File: src/rtl/icache_fetch_responder_pkg.sv
// Shared widths and FSM encoding for the direct-mapped instruction cache.
// Tag width is derived from the address split: tag | index | word offset.
package icache_fetch_responder_pkg;

  localparam int ADDR_W = 8;
  localparam int DATA_W = 16;
  localparam int IDX_W  = 3;
  localparam int OFS_W  = 2;
  localparam int TAG_W  = ADDR_W - IDX_W - OFS_W;
  localparam int LINES  = 1 << IDX_W;
  localparam int WORDS  = 1 << (IDX_W + OFS_W);

  typedef enum logic [1:0] {
    IDLE   = 2'd0,
    REFILL = 2'd1,
    DONE   = 2'd2
  } state_t;

endpackage

File: src/rtl/icache_tag_store.sv
// Tag and valid arrays for the instruction cache: asynchronous lookup compare,
// single-line fill and bulk invalidate. Tags are not reset; valid bits are.
module icache_tag_store
  import icache_fetch_responder_pkg::*;
(
  input  logic             clk,
  input  logic             rst,
  input  logic [IDX_W-1:0] i_rd_idx,
  input  logic [TAG_W-1:0] i_rd_tag,
  input  logic             i_wr_en,
  input  logic [IDX_W-1:0] i_wr_idx,
  input  logic [TAG_W-1:0] i_wr_tag,
  input  logic             i_inval,
  output logic             o_match
);

  logic [TAG_W-1:0] r_tag_mem [LINES];
  logic [LINES-1:0] r_valid;

  always_ff @(posedge clk) begin
    if (i_wr_en) r_tag_mem[i_wr_idx] <= i_wr_tag;
  end

  // Invalidate wins over a fill; the FSM never requests both in one cycle.
  always_ff @(posedge clk) begin
    if (!rst) begin
      r_valid <= '0;
    end else if (i_inval) begin
      r_valid <= '0;
    end else if (i_wr_en) begin
      r_valid[i_wr_idx] <= 1'b1;
    end
  end

  assign o_match = r_valid[i_rd_idx] && (r_tag_mem[i_rd_idx] == i_rd_tag);

endmodule

File: src/rtl/icache_fetch_responder.sv
// Direct-mapped I-cache answering the fetch stage with zero-latency hits and
// refilling whole lines over a req/ack port. Define ICACHE_STATS_EN for hit/miss counters.
module icache_fetch_responder
  import icache_fetch_responder_pkg::*;
(
  input  logic              clk,
  input  logic              rst,
  input  logic [ADDR_W-1:0] fetch_addr,
  output logic [DATA_W-1:0] fetch_instr,
  output logic              fetch_ready,
  input  logic              flush,
  output logic              mem_rd_req,
  output logic [ADDR_W-1:0] mem_addr,
  input  logic [DATA_W-1:0] mem_rdata,
  input  logic              mem_ack
`ifdef ICACHE_STATS_EN
  ,
  output logic [15:0]       hit_count,
  output logic [15:0]       miss_count
`endif
);

  state_t            r_state;
  logic [TAG_W-1:0]  r_miss_tag;
  logic [IDX_W-1:0]  r_miss_idx;
  logic [OFS_W-1:0]  r_word_cnt;
  logic              r_flush_pend;
  logic              r_mem_rd_req;
  logic [ADDR_W-1:0] r_mem_addr;
  logic [DATA_W-1:0] r_data [WORDS];

  logic [TAG_W-1:0]  w_tag;
  logic [IDX_W-1:0]  w_idx;
  logic [OFS_W-1:0]  w_ofs;
  logic              w_match;
  logic              w_hit;
  logic              w_miss;
  logic              w_fill_ack;
  logic              w_fill_last;
  logic              w_inval;

  assign w_tag = fetch_addr[ADDR_W-1 -: TAG_W];
  assign w_idx = fetch_addr[OFS_W +: IDX_W];
  assign w_ofs = fetch_addr[OFS_W-1:0];

  // A flush cycle in IDLE neither hits nor starts a refill; the next lookup misses.
  assign w_hit       = (r_state == IDLE) && w_match && !flush;
  assign w_miss      = (r_state == IDLE) && !w_match && !flush;
  assign w_fill_ack  = (r_state == REFILL) && mem_ack;
  assign w_fill_last = w_fill_ack && (r_word_cnt == '1);
  assign w_inval     = ((r_state == IDLE) && flush) ||
                       ((r_state == DONE) && (flush || r_flush_pend));

  icache_tag_store u_tag_store (
    .clk      (clk),
    .rst      (rst),
    .i_rd_idx (w_idx),
    .i_rd_tag (w_tag),
    .i_wr_en  (w_fill_last),
    .i_wr_idx (r_miss_idx),
    .i_wr_tag (r_miss_tag),
    .i_inval  (w_inval),
    .o_match  (w_match)
  );

  always_ff @(posedge clk) begin
    if (w_fill_ack) r_data[{r_miss_idx, r_word_cnt}] <= mem_rdata;
  end

  always_ff @(posedge clk) begin
    if (!rst) begin
      r_state      <= IDLE;
      r_word_cnt   <= '0;
      r_flush_pend <= 1'b0;
      r_mem_rd_req <= 1'b0;
      r_mem_addr   <= '0;
    end else begin
      case (r_state)
        IDLE: begin
          if (w_miss) begin
            r_miss_tag   <= w_tag;
            r_miss_idx   <= w_idx;
            r_word_cnt   <= '0;
            r_mem_rd_req <= 1'b1;
            r_mem_addr   <= {w_tag, w_idx, {OFS_W{1'b0}}};
            r_state      <= REFILL;
          end
        end
        REFILL: begin
          if (flush) r_flush_pend <= 1'b1;
          if (mem_ack) begin
            r_word_cnt <= r_word_cnt + OFS_W'(1);
            if (r_word_cnt == '1) begin
              r_mem_rd_req <= 1'b0;
              r_mem_addr   <= '0;
              r_state      <= DONE;
            end else begin
              r_mem_addr <= {r_miss_tag, r_miss_idx, r_word_cnt + OFS_W'(1)};
            end
          end
        end
        DONE: begin
          r_flush_pend <= 1'b0;
          r_state      <= IDLE;
        end
        default: r_state <= IDLE;
      endcase
    end
  end

  assign fetch_ready = w_hit;
  assign fetch_instr = (r_state == IDLE) ? r_data[{w_idx, w_ofs}] : '0;
  assign mem_rd_req  = r_mem_rd_req;
  assign mem_addr    = r_mem_addr;

`ifdef ICACHE_STATS_EN
  logic [15:0] r_hit_count;
  logic [15:0] r_miss_count;

  always_ff @(posedge clk) begin
    if (!rst) begin
      r_hit_count  <= '0;
      r_miss_count <= '0;
    end else begin
      if (w_hit && (r_hit_count != 16'hFFFF)) r_hit_count <= r_hit_count + 16'd1;
      if (w_miss && (r_miss_count != 16'hFFFF)) r_miss_count <= r_miss_count + 16'd1;
    end
  end

  assign hit_count  = r_hit_count;
  assign miss_count = r_miss_count;
`endif

endmodule

File: config.mk
export PLATFORM = sky130hd
export DESIGN_NAME = icache_fetch_responder
export DESIGN_NICKNAME = d
export VERILOG_FILES = /design/src/rtl/icache_fetch_responder_pkg.sv /design/src/rtl/icache_tag_store.sv /design/src/rtl/icache_fetch_responder.sv
export SDC_FILE = /design/constraint.sdc
export NUM_CORES = 1
export LEC_CHECK = 0
export CORE_MARGIN = 3
export CORE_UTILIZATION = 35
export DETAILED_ROUTE_END_ITERATION = 8
export PLACE_DENSITY = 0.52
export SYNTH_ARGS = -nofsm -noshare
export SYNTH_HDL_FRONTEND = slang
export SYNTH_HIERARCHICAL = 1
export SYNTH_SLANG_ARGS = --single-unit
export TNS_END_PERCENT = 30
File: constraint.sdc
create_clock -name clk -period 2.65 [get_ports clk]
set_clock_uncertainty 0.05 [all_clocks]
set_input_delay 0.53 -clock clk [delete_from_list [all_inputs] [get_ports clk]]
set_output_delay 0.53 -clock clk [all_outputs]
set_load 0.005 [all_outputs]
* Yosys cells after proc, flatten, opt, wreduce, memory -nomap -nowiden
Memory sizes are Yosys's and may differ from the RTL's.
Cells that the tools add are included.
** Word-level totals
- Bits in registers :: 28
- RAM bits :: 536
- Input port bits :: 28
- Output and inout port bits :: 26
- Logic and storage cells :: 73
- Memories kept :: 2
** Cells by class
- Add/sub/neg operators :: 1
- $lt $le $gt $ge :: 3
- Equality and inequality tests :: 8
- Mux-type cells :: 26
- Bitwise logic cells :: 2
- Reduce and logical (&&, ||, !) cells :: 23
** Memory list
- r_data :: words 32, width 16, read ports 1, clocked after Yosys merged registers in 0, wr ports 1, RTL line icache_fetch_responder.sv:30 : logic [DATA_W-1:0] r_data [WORDS];
- u_tag_store.r_tag_mem :: words 8, width 3, read ports 1, clocked after Yosys merged registers in 0, wr ports 1, RTL line icache_tag_store.sv:17 : logic [TAG_W-1:0] r_tag_mem [LINES];
** Operators with widths (count)
- 8-bit two-way mux :: 3
- 16-bit two-way mux :: 1
- 8-bit one-hot mux with 2 select lines :: 1
- 1-bit logical AND :: 10
- 1-bit two-way mux :: 10
- 2-bit two-way mux :: 5
- 3-bit AND reduction :: 3
- 3-bit by 4-bit less-than comparator with 1-bit output, second input constant :: 2
- 8-bit OR :: 1
- 2-bit one-hot mux with 2 select lines :: 2
- 2-bit inequality test, second input constant :: 3
- 2-bit equality test, second input constant :: 2
- 1-bit one-hot mux with 2 select lines :: 2
- 4-bit AND reduction :: 1
- 2-bit nonzero test :: 2
- 1-bit binary-select mux with 3-bit select :: 1
- 1-bit demux with 3-bit select :: 1
- 3-bit equality test :: 1
- 3-bit by 1-bit greater-or-equal comparator with 1-bit output, second input constant :: 1
- 2-bit by 1-bit adder with 2-bit output, second input constant :: 1
- 2-bit by 1-bit equality test with 1-bit output, second input constant :: 1
- 1-bit logical NOT :: 2
- 2-bit logical NOT :: 1
- 1-bit logical OR :: 2
- other kinds (4) :: 4

* Longest topological paths before layout
Gate-level depths: netlist (run 1).
- Word-level depth :: 8
- Depth in mapped cells :: 11
- Depth with buffers taken out :: 9

* Hierarchy
The synthesis (run 1) kept the hierarchy.
** By module, submodules not included
- icache_fetch_responder :: times used 1, cells an instance 961, area each 20888.8 um^2, seq. area each 15815.2 um^2
- icache_tag_store :: times used 1, cells an instance 89, area each 1322.5 um^2, seq. area each 880.8 um^2

* Least setup slack after synthesis (run 1)
Ideal clock, no wire load.
- Kind :: input port to flip-flop
- Start point :: input fetch_addr[2]
- End point :: register r_mem_addr[3] (netlist: mem_addr[3])
- Library setup time :: 116 ps
- Data arrival time :: 2616 ps
- Required time :: 2484 ps
- Slack :: -132 ps
- Cell stages on the path :: 10
- Buffers on the path :: 2
- Cells stage by stage :: buf_6 -> mux4_1 -> mux2i_1 -> xnor2_1 -> nor4_2 -> or3_1 -> a21oi_1 -> buf_2 -> o311ai_0 -> o211a_1
** Between the ends
- Cells in the longest elaborated chain, start to end :: 8
- Elaborated cells on any way between the ends :: 10
- Classes of those cells :: eq/ne (2); mux (2); reduce/logical (5); memory (1)
** Ends and longest elaborated chain
- start: declaration :: RTL line icache_fetch_responder.sv:8 : input logic [ADDR_W-1:0] fetch_addr,
- memory read 8 x 3 bit or 1-bit binary-select mux with 3-bit select (tied branches)
- 3-bit equality test or 1-bit two-way mux (tied branches) :: RTL line icache_tag_store.sv:35 : assign o_match = r_valid[i_rd_idx] && (r_tag_mem[i_rd_idx] == i_rd_tag);
- 1-bit logical AND * :: RTL line icache_tag_store.sv:35
- via w_match :: RTL line icache_fetch_responder.sv:35 : logic w_match;
- 1-bit logical NOT * :: RTL line icache_fetch_responder.sv:48 : assign w_miss = (r_state == IDLE) && !w_match && !flush;
- 1-bit logical AND * (2 in a row) :: RTL line icache_fetch_responder.sv:48
- 2-bit inequality test (no source line) *
- 3-bit AND reduction (no source line) *
- end signal: assignment :: RTL line icache_fetch_responder.sv:85 : r_mem_addr <= {w_tag, w_idx, {OFS_W{1'b0}}};
- end signal: assignment :: RTL line icache_fetch_responder.sv:98 : r_mem_addr <= {r_miss_tag, r_miss_idx, r_word_cnt + OFS_W'(1)};
- end: declaration :: RTL line icache_fetch_responder.sv:29 : logic [ADDR_W-1:0] r_mem_addr;
The timed path passes the listed nets; every way through them passes the cells marked *. The select of a mux whose other input is x is not followed.
A chain may end at the register's enable or synchronous reset.

* Worst setup path in the final report (run 1)
- Start point :: memory u_tag_store/r_tag_mem[4][2] (netlist name)
- End point :: output fetch_ready
** Between the ends
- Cells in the longest elaborated chain, start to end :: 5
** Ends and longest elaborated chain
- start: declaration :: RTL line icache_tag_store.sv:17
- memory read 8 x 3 bit
- 3-bit equality test :: RTL line icache_tag_store.sv:35
- 1-bit logical AND :: RTL line icache_tag_store.sv:35
- via w_match :: RTL line icache_fetch_responder.sv:35
- 1-bit logical AND (2 in a row) :: RTL line icache_fetch_responder.sv:47 : assign w_hit = (r_state == IDLE) && w_match && !flush;
- end: declaration :: RTL line icache_fetch_responder.sv:10 : output logic fetch_ready,
The timed path passes the listed nets, and every way through them passes these cells.

==> metrics.md, run 1 <==
| Metric | Value |
|---|---|
| Worst flop-to-flop path startpoint | `u_tag_store/r_tag_mem[4][2]` |
| CTS Hold Buffers Added | `0` |
| Leakage Power | `9.24 nW` |
| Clk sinks | `563` |
| Worst-Margin Slew | `0.498 ns` |
| Top Ports | `54` |
| Hold Path Cell Cnt | `2` |
| Critical-path maximum fanout | `2` |
| Distinct cells, synth | `47` |
| Post-synth top flop | `edfxtp_1` |
| CP max stage delay | `0.48 ns` |
| Slew margin rel. | `66.7%` |
| YS warnings | `6` |
| DR vias | `11,380` |
| Die H | `258 um` |
| RD Place Congestion | `0.779` |
| Cells after DPL | `2,063` |
| Root buf cell | `clkbuf_16` |
| RSZ-0062 raised after global routing | `yes` |
| R2r setup slk | `0.13 ns` |
| Worst Path Arrival | `2.42 ns` |
| Seq cells post-synth | `563` |
| Crit path max-delay family | `multiplexers` |
| Endpoints failing setup | `17` |
| Global-route wire length before repair | `82.3 mm` |
| Clock transition at path regs | `0.06 ns` |
| CTS Buf Count | `59` |
| Syn_nets | `1,082` |
| Total Routed Length | `56.8 mm` |
| Layout Nets | `1,352` |
| Commonest non-fill, non-tap cells in the layout | `edfxtp_1 (542), buf_4 (138), mux4_2 (99), clkbuf_16 (60), mux2i_1 (55)` |
| Syn_area_per_cell | `21.2 um2` |
| Hold WS | `0.402 ns` |
| Hold endpoint | `r_miss_idx[0]` |
| Pre-antenna DRT Iters | `5` |
| Fillers | `5,382` |
| Area after DPL | `25,300 um2` |
| WP buf/inv | `1` |
| FF/Latch Area | `16,700 um2` |
| All-Layer GR Usage | `17.0%` |
| Gr ovfl total | `0` |
| Final Worst Setup Slack | `-0.351 ns` |
| Min-Delay Startpoint | `fetch_addr[2]` |
| Max clock buf depth | `3` |
| Die area | `66,500 um2` |
| Final worst path period need | `3.00 ns` |
| Iteration-0 DRC Markers | `1,052` |
| Synth Instances | `1,050` |
| Most common cell after layout, fill and taps aside | `edfxtp_1` |
| H-Tree Depth | `2` |
| Peak Freq | `333 MHz` |
| Initial antenna violation count | `0` |
| Post-DR wirelength/cell | `25.8 um` |
| Final Cycle Share | `113%` |
| CP Capture Type | `primary output` |
| Peak VDD IR | `0.415 mV` |
| Pin count of the biggest net entering global routing | `33` |
| CTS tree | `built` |
| Final Cell Area | `27,700 um2` |
| Multi-input logic area | `5240 um2` |
| Final Max Tran Viols | `0` |
| Core area | `62,300 um2` |
| Status | `finished, violations left` |
| # DRC | `0` |
| Register area share after synthesis | `75.2%` |
| Req. time, crit path | `2.07 ns` |
| Layout Area Growth over Synthesis | `24.9%` |
| FF-to-FF End | `mem_addr[5]` |
| CP max-delay cell | `mux4_2` |
| Max cap viols | `0` |
| R2R depth | `10` |
| Worst skew pair latency | `0.61 ns` |
| Core Rows | `91` |
| Hpwl dp | `34.9 mm` |
| Final TNS setup | `-1.91 ns` |
| Port bufs | `53` |
| Crit path kind | `reg2out` |
| Final std cells w/o fill | `2,204` |
| Post-Syn Area | `22,200 um2` |
| Crit path launch type | `flop` |
| Vias in the first global route | `11,631` |
| DIE WIDTH | `258 um` |
| Vias per cell | `5.16` |
| Post-synth EDFFs | `542` |
| Final Hold Fails | `0` |
| Layout cells sized above 1 | `35.3%` |
| # diodes | `0` |
| Hold WC Path Type | `in2reg` |
| Async SR Flop Fraction | `0%` |
| PwrDens | `675 nW/um2` |
| Remaining antenna violation count after routing | `0` |
| Crit path cell chain | `mux4_2, mux2i_2, xnor2_1, nor4_2, nor3b_2, buf_2` |
| Initial core utilization | `35.7%` |
| Failing checks | `setup timing` |
[flip-flops by register name (all words and copies together) (netlist names)]
register / cells
mem_rd_req: 1
r_flush_pend: 1
r_miss_tag: 3
u_tag_store/r_valid: 8
u_tag_store/r_tag_mem: 24
r_miss_idx: 3
r_state: 2
r_data: 512
mem_addr: 8
r_word_cnt: 1
[power by group]
group	switching [mW]	leakage (nW)	internal, mW	total [mW]
registers	0.0255	5.05	9.79	9.81
clock network	3.30	0.850	4.24	7.53
logic	0.717	3.34	0.667	1.38
[synth_stat cells, types with 4 or more instances]
cell type | instances | area [um2]
clkbuf_1 | 9 | 33.8
buf_4 | 5 | 37.5
a22oi_1 | 18 | 135
mux4_1 | 41 | 1080
nand3_1 | 7 | 35.0
nor2b_1 | 4 | 25.0
clkbuf_8 | 12 | 165
nand2_1 | 28 | 105
o2111ai_1 | 5 | 43.8
a221o_1 | 16 | 160
dfxtp_1 | 21 | 420
ha_1 | 4 | 50.1
o21ai_0 | 12 | 60.1
o211a_1 | 7 | 70.1
buf_6 | 15 | 169
o311ai_0 | 6 | 52.6
nand2b_1 | 5 | 31.3
buf_2 | 9 | 45.0
mux4_2 | 77 | 1730
inv_1 | 10 | 37.5
a31oi_1 | 16 | 100
edfxtp_1 | 542 | 16300
a221oi_1 | 11 | 96.3
mux2i_1 | 71 | 711
nor2_1 | 63 | 236
[final cells by class]
class                   count  share of cell area (%)
clock inverters            28                   0.595
multi-input cells         418                    18.9
well taps                 837                    3.78
repair buffers            267                    10.7
inverters                  11                   0.158
flip-flops and latches    563                    60.2
clock buffers              80                    5.68
[how the worst max path moves through the flow]
stage | depth (start not counted) | slack (ns) | to | startpoint
2_1_floorplan | 10 | 0.01 | mem_addr[3] | fetch_addr[2]
3_3_place_gp | 8 | -1.19 | fetch_instr[1] | fetch_addr[4]
3_5_place_dp | 8 | -1.21 | fetch_instr[1] | fetch_addr[4]
4_1_cts | 6 | -0.41 | fetch_ready | u_tag_store/r_tag_mem[7][0]
5_1_grt | 6 | -0.51 | fetch_ready | u_tag_store/r_tag_mem[7][2]
6_report | 6 | -0.35 | fetch_ready | u_tag_store/r_tag_mem[4][2]
[logic make-up (layout without fill, tap and decap cells)]
family	count (synthesis)	count (layout)	share of synthesized area, %
AO/OA/AOI/OAI	99	99	3.47
XOR/XNOR	3	3	0.118
adder cells (fa/ha/maj)	4	4	0.225
buffers and inverters	69	386	2.70
flip-flops	563	563	75.2
multiplexers	189	189	15.9
AND/OR/NAND/NOR	123	123	2.46
[metal layers]
metal	GRT usage [%]	routed length (um)	vias to the layer above
li1	-	-	4946
met1	23.6	24700	6060
met2	27.5	27700	300
met3	2.97	2910	74
met4	5.53	1580	0
met5	0	0	-
[timing repair]
action	in CTS	in global routing
pin swaps	12	13
resized for setup	160	38
gates cloned	5	0
buffers inserted	20	9
endpoints found under the setup margin	25	23
[stage by stage]
| step | power, mW | utilization [%] | worst slack [ns] |
|---|---|---|---|
| after CTS | 18.9 | 44.3 | -0.408 |
| after global routing | 19.4 | 44.5 | -0.510 |
| after detailed placement | 11.2 | 40.6 | -1.21 |
| after global placement | 11.2 | 40.6 | -1.19 |
| final | 18.7 | 44.5 | -0.351 |
| after floorplan | 10.6 | - | 0.0149 |
No activity file was read; power rests on OpenSTA's default activity.
==> run 2: changes to the inputs <==
Settings changed: CORE_ASPECT_RATIO set to 0.9, SLEW_MARGIN set to 20.
==> run 2 against run 1 <==
The run still ends with setup timing left. Final area hardly changed. Register-to-register slack worse by 0.16 ns. Sequential cell count stayed put. Via count is 0.17% higher. Die area hardly changed. Hold slack worse by 0.0068 ns. Final cell count is 0.59% lower. Core utilization is 0.18 points higher. Clock power is 9.3% higher. Fmax is 3.1% higher. Sequential power hardly changed. Global-route usage is 0.13 points higher. Critical endpoint unchanged. Largest cell class unchanged.
==> metrics.md, run 2 (synthesis gave the netlist of run 1 again) <==
| Metric | Value |
|---|---|
| Status | `finished, violations left` |
| Failing checks | `setup timing` |
| Layout cells sized above 1 | `36.0% (+0.76 points)` |
| CTS Hold Buffers Added | `0 (unchanged)` |
| Max clock buf depth | `3 (unchanged)` |
| Initial core utilization | `35.8% (+0.17 points)` |
| Vias per cell | `5.20 (+0.76%)` |
| DIE WIDTH | `272 um (+5.3%)` |
| # DRC | `0 (unchanged)` |
| Worst Path Arrival | `2.33 ns (-0.09 ns)` |
| Max cap viols | `0 (unchanged)` |
| Iteration-0 DRC Markers | `1,070 (+1.7%)` |
| CTS Buf Count | `56 (-5.1%)` |
| Top Registers | `r_data x512, u_tag_store/r_tag_mem x24` |
| DR vias | `11,399 (+0.17%)` |
| Core Rows | `86 (-5.5%)` |
| Worst skew pair latency | `0.62 ns (about the same)` |
| Most common cell after layout, fill and taps aside | `edfxtp_1` |
| Top Ports | `54 (unchanged)` |
| Pre-antenna DRT Iters | `8 (+3)` |
| Commonest non-fill, non-tap cells in the layout | `edfxtp_1 (542), buf_4 (143), mux4_2 (97), clkbuf_16 (56), mux2i_1 (51)` |
| Final worst path period need | `2.91 ns (-0.0896 ns)` |
| Final Cell Area | `27,700 um2 (about the same)` |
| Initial antenna violation count | `2 (+2)` |
| Total Routed Length | `56.6 mm (-0.45%)` |
| Core area | `62,000 um2 (-0.48%)` |
| Gr ovfl total | `0 (unchanged)` |
| Post-DR wirelength/cell | `25.8 um (+0.14%)` |
| Pin count of the biggest net entering global routing | `33 (unchanged)` |
| Peak VDD IR | `0.469 mV (+13%)` |
| Final Hold Fails | `0 (unchanged)` |
| Crit path cell chain | `mux4_2, mux2i_1, xnor2_1, nor4_2, nor3b_2, buf_2` |
| Number of flip-flops in the largest register | `512 (unchanged)` |
| Final Worst Setup Slack | `-0.261 ns (+0.0896 ns)` |
| Hold WC Path Type | `in2reg` |
| CTS tree | `built` |
| Clk sinks | `563 (unchanged)` |
| Area after DPL | `25,300 um2 (about the same)` |
| Peak Freq | `344 MHz (+3.1%)` |
| Layout Area Growth over Synthesis | `24.8% (about the same)` |
| Die H | `245 um (-5.0%)` |
| # diodes | `0 (unchanged)` |
| Leakage Power | `9.22 nW (-0.16%)` |
| Vias in the first global route | `11,806 (+1.5%)` |
| Root buf cell | `clkbuf_16` |
| Final Max Tran Viols | `0 (unchanged)` |
| Port bufs | `53 (unchanged)` |
| Overall power | `19.4 mW (+3.6%)` |
| Remaining antenna violation count after routing | `0 (unchanged)` |
| Reg with most FFs | `r_data` |
| RD Place Congestion | `0.785 (+0.68%)` |
| Final std cells w/o fill | `2,191 (-0.59%)` |
| Endpoints failing setup | `18 (+1)` |
| Clock transition at path regs | `0.06 ns (about the same)` |
| Global-route wire length before repair | `83.0 mm (+0.86%)` |
| Worst-Margin Slew | `0.539 ns (+0.0405 ns)` |
| Req. time, crit path | `2.07 ns (about the same)` |
| CP max-delay cell | `mux4_2` |
| Crit path launch type | `flop` |
| PwrDens | `700 nW/um2 (+3.7%)` |
| Slew margin rel. | `64.0% (-2.7 points)` |
| Critical-path maximum fanout | `2 (unchanged)` |
| Layout Nets | `1,340 (-0.89%)` |
| Cells after DPL | `2,072 (+0.44%)` |
| Hpwl dp | `34.9 mm (about the same)` |
| Final Cycle Share | `110% (-3.4 points)` |
| Crit path kind | `reg2out` |
| Crit path max-delay family | `multiplexers` |
| All-Layer GR Usage | `17.2% (+0.13 points)` |
| Die area | `66,500 um2 (about the same)` |
| WP buf/inv | `1 (unchanged)` |
| CP Capture Type | `primary output` |
| RSZ-0062 raised after global routing | `yes` |
| CP max stage delay | `0.46 ns (-0.02 ns)` |
| H-Tree Depth | `2 (unchanged)` |
[run 2: cell count changes in the layout (fill, tap and decap cells not counted), moves of 6 or more]
cell       before  now
a22oi_1         8   14
clkbuf_2        2    9
clkbuf_1       20    6
buf_2          13    7
buf_12         52   46
bufinv_16       1    9
a22oi_2        10    4
mux2i_4        11   18
[run 2: path summary, 6_finish.rpt]
path | depth (start not counted) | slack (ns) | start | end
setup / recovery | 6 | -0.26 | u_tag_store/r_tag_mem[4][2] | fetch_ready
hold / removal | 2 | 0.40 | fetch_addr[3] | r_miss_idx[1]
setup reg to reg | 11 | -0.03 | u_tag_store/r_tag_mem[6][0] | mem_addr[4]
hold reg to reg | 2 | 0.41 | u_tag_store/r_valid[0] | u_tag_store/r_valid[0]
[run 2: worst reg2reg max path, cell delays in order, from the launching register on]
cell and delay (ns):
edfxtp_1 0.37, mux4_2 0.48, mux2i_2 0.20, xnor2_1 0.16, nor4_2 0.07, buf_4 0.14
buf_4 0.12, or3_4 0.35, a21oi_4 0.15, buf_6 0.15, o311ai_0 0.15, o211a_1 0.16
[run 2: layout make-up]
class,instances,area [um2]
Clock buffer,66,1480
Clock inverter,39,448
Fill cell,5393,34300
Inverter,11,41.3
Multi-Input combinational cell,418,5300
Sequential cell,563,16700
Tap cell,836,1050
Timing Repair Buffer,258,2710
[run 2: timing repair]
item / CTS / global route
resized for setup: 156 / 30
pin swaps: 9 / 15
buffers inserted: 16 / 2
cloned: 2 / 0
setup endpoints to repair: 23 / 23
[run 2: routing by layer]
layer	up-vias	share of wire, %	GRT usage [%]
met4	2	1.6	3.77
met1	6092	46	25.4
li1	4913	-	-
met5	-	0.023	0
met3	65	5.0	2.36
met2	327	47	27.3
[run 2: per-stage QoR]
stage	util (%)	TNS [ns]	hold slack, ns	worst slack, ns
after floorplan	-	0	0.382	0.0149
after global placement	40.8	-27.03	0.400	-1.22
after CTS	44.7	-3.82	0.359	-0.424
after global routing	44.7	-3.83	0.389	-0.418
final	44.7	-2.26	0.395	-0.261
after detailed placement	40.8	-22.06	0.404	-0.855
[run 2: power by group]
part | internal [mW] | switching, mW | leakage [nW]
combinational | 0.634 | 0.727 | 3.23
sequential | 9.78 | 0.0246 | 5.05
clock | 4.87 | 3.37 | 0.944
==> run 3: changes to the inputs <==
Settings changed: MAX_ROUTING_LAYER set to met4, SKIP_CTS_REPAIR_TIMING set to 1.
==> run 3 against run 2 <==
Clock-buffer cell count unchanged. Sequential cell count unchanged. Clock power about the same. Sequential power about the same. Final cell count increased by 1.2%. Worst setup slack got worse by 0.065 ns. Combinational power increased by 3%. Via count decreased by 0.12%. Critical endpoint unchanged. Total power increased by 0.27%. Final area increased by 0.97%. The flow still finishes with violations (setup timing). Core utilization increased by 0.43 points.
==> metrics.md, run 3 (synthesis gave the netlist of run 1 again) <==
| Metric | Value |
|---|---|
| Final Cycle Share | `112% (+2.4 points)` |
| Worst skew pair latency | `0.62 ns (about the same)` |
| Layout cells sized above 1 | `37.2% (+1.2 points)` |
| Endpoints failing setup | `18 (unchanged)` |
| Clock transition at path regs | `0.06 ns (about the same)` |
| Root buf cell | `clkbuf_16` |
| Final worst path period need | `2.98 ns (+0.0646 ns)` |
| FF/Latch Area | `16,700 um2 (unchanged)` |
| Core Rows | `86 (unchanged)` |
| R2r setup slk | `-0.02 ns (about the same)` |
| Fin util | `45.2% (+0.43 points)` |
| Commonest non-fill, non-tap cells in the layout | `edfxtp_1 (542), buf_4 (162), mux4_2 (94), clkbuf_16 (58), mux2i_1 (51)` |
| Pre-antenna DRT Iters | `5 (-3)` |
| Die H | `245 um (unchanged)` |
| Initial antenna violation count | `1 (-1)` |
| All-Layer GR Usage | `17.4% (+0.20 points)` |
| Iteration-0 DRC Markers | `1,112 (+3.9%)` |
| Layout Area Growth over Synthesis | `26.0%` |
| Pre-CTS setup slack | `-0.855 ns (unchanged)` |
| Overall power | `19.5 mW (+0.27%)` |
| Final Max Tran Viols | `0 (unchanged)` |
| H-Tree Depth | `2 (unchanged)` |
| Final Hold Fails | `0 (unchanged)` |
| Vias in the first global route | `11,635 (-1.4%)` |
| DIE WIDTH | `272 um (unchanged)` |
| DR vias | `11,385 (-0.12%)` |
| Cells after DPL | `2,072 (unchanged)` |
| # DRC | `0 (unchanged)` |
| Critical-path maximum fanout | `3 (+1)` |
| Reg with most FFs | `r_data` |
| Worst Path Arrival | `2.40 ns (+0.07 ns)` |
| CTS tree | `built` |
| Hold WC Path Type | `in2reg` |
| Vias per cell | `5.14 (-1.3%)` |
| Status | `finished, violations left` |
| RSZ-0062 raised after global routing | `yes` |
| Slew margin rel. | `64.5% (+0.50 points)` |
| Remaining antenna violation count after routing | `0 (unchanged)` |
| Total Routed Length | `56.7 mm (+0.25%)` |
| Final Worst Setup Slack | `-0.326 ns (-0.0646 ns)` |
| RD Place Congestion | `0.796 (+1.4%)` |
| Pin count of the biggest net entering global routing | `33 (unchanged)` |
| Fillers | `5,350 (-0.80%)` |
| Leakage Power | `9.38 nW (+1.8%)` |
| Req. time, crit path | `2.07 ns (about the same)` |
| Layout Nets | `1,365 (+1.9%)` |
| Die area | `66,500 um2 (unchanged)` |
| Most common cell after layout, fill and taps aside | `edfxtp_1` |
| Top Ports | `54 (unchanged)` |
| Worst-Margin Slew | `0.531 ns (-0.00741 ns)` |
| Final std cells w/o fill | `2,217 (+1.2%)` |
| PwrDens | `695 nW/um2 (-0.69%)` |
| Hpwl dp | `34.9 mm (unchanged)` |
| Initial core utilization | `35.8% (unchanged)` |
| Number of flip-flops in the largest register | `512 (unchanged)` |
| Failing checks | `setup timing` |
| Core area | `62,000 um2 (unchanged)` |
| Crit path launch type | `input port` |
| Multi-input logic area | `5330 um2 (+0.47%)` |
| CTS Buf Count | `56 (unchanged)` |
| Gr ovfl total | `0 (unchanged)` |
| Clk sinks | `563 (unchanged)` |
| Post-DR wirelength/cell | `25.6 um (-0.92%)` |
| Global-route wire length before repair | `81.5 mm (-1.8%)` |
| Peak Freq | `336 MHz (-2.2%)` |
| CP Capture Type | `primary output` |
| Max clock buf depth | `3 (unchanged)` |
| Peak VDD IR | `0.477 mV (+1.8%)` |
| Crit path kind | `in2out` |
| Port bufs | `53 (unchanged)` |
| Max cap viols | `0 (unchanged)` |
| Top Registers | `r_data x512, u_tag_store/r_tag_mem x24` |
| Final TNS setup | `-2.41 ns (-0.152 ns)` |
## run 3: cell count changes in the layout (fill, tap and decap cells not counted), sizes merged
cell           before  now
buf               215  233
clkbuf             75   82
bufbuf              1    0
clkdlybuf4s50      31   32
diode               0    1
dlygate4sd2         1    0
dlymetal6s2s        1    2
## run 3: critical path, cell delays in order
cell             delay (ns)
clkdlybuf4s50_1        0.51
buf_4                  0.14
mux4_2                 0.30
mux2i_2                0.20
xnor2_1                0.10
nor4_2                 0.29
nor3b_2                0.20
buf_2                  0.13
## run 3: stage by stage
| stage | area, um2 | hold WS [ns] |
|---|---|---|
| 3_3_place_gp | 25300 | 0.400 |
| 6_report | 28000 | 0.387 |
| 4_1_cts | 27200 | 0.389 |
| 5_1_grt | 28000 | 0.375 |
| 3_5_place_dp | 25300 | 0.404 |
| 2_1_floorplan | 22200 | 0.382 |
## run 3: path summary, 6_finish.rpt
path,start,endpoint,cells past startpoint
max,fetch_addr[4],fetch_ready,8
min,fetch_addr[3],r_miss_idx[1],3
max reg2reg,u_tag_store/r_tag_mem[6][0],mem_addr[4],11
min reg2reg,u_tag_store/r_valid[0],u_tag_store/r_valid[0],2
## run 3: area by class of cell
| cell class | count | area share, % |
|---|---|---|
| diodes | 1 | 0.00894 |
| clock buffers | 66 | 5.28 |
| clock inverters | 39 | 1.60 |
| inverters | 11 | 0.148 |
| multi-input cells | 418 | 19.0 |
| flip-flops and latches | 563 | 59.7 |
| well taps | 836 | 3.74 |
| repair buffers | 283 | 10.5 |
## run 3: metal layers
metal / part of all wire (%) / global-route usage, % / vias to the layer above
li1: - / - / 4964
met2: 46 / 26.7 / 309
met1: 47 / 24.7 / 6041
met3: 5.2 / 2.66 / 71
met4: 1.8 / 3.80 / 0
met5: 0 / - / -
## run 3: report_power, final
part           internal (mW)  switching [mW]
sequential              9.78          0.0248
combinational          0.663           0.734
clock                   4.87            3.38
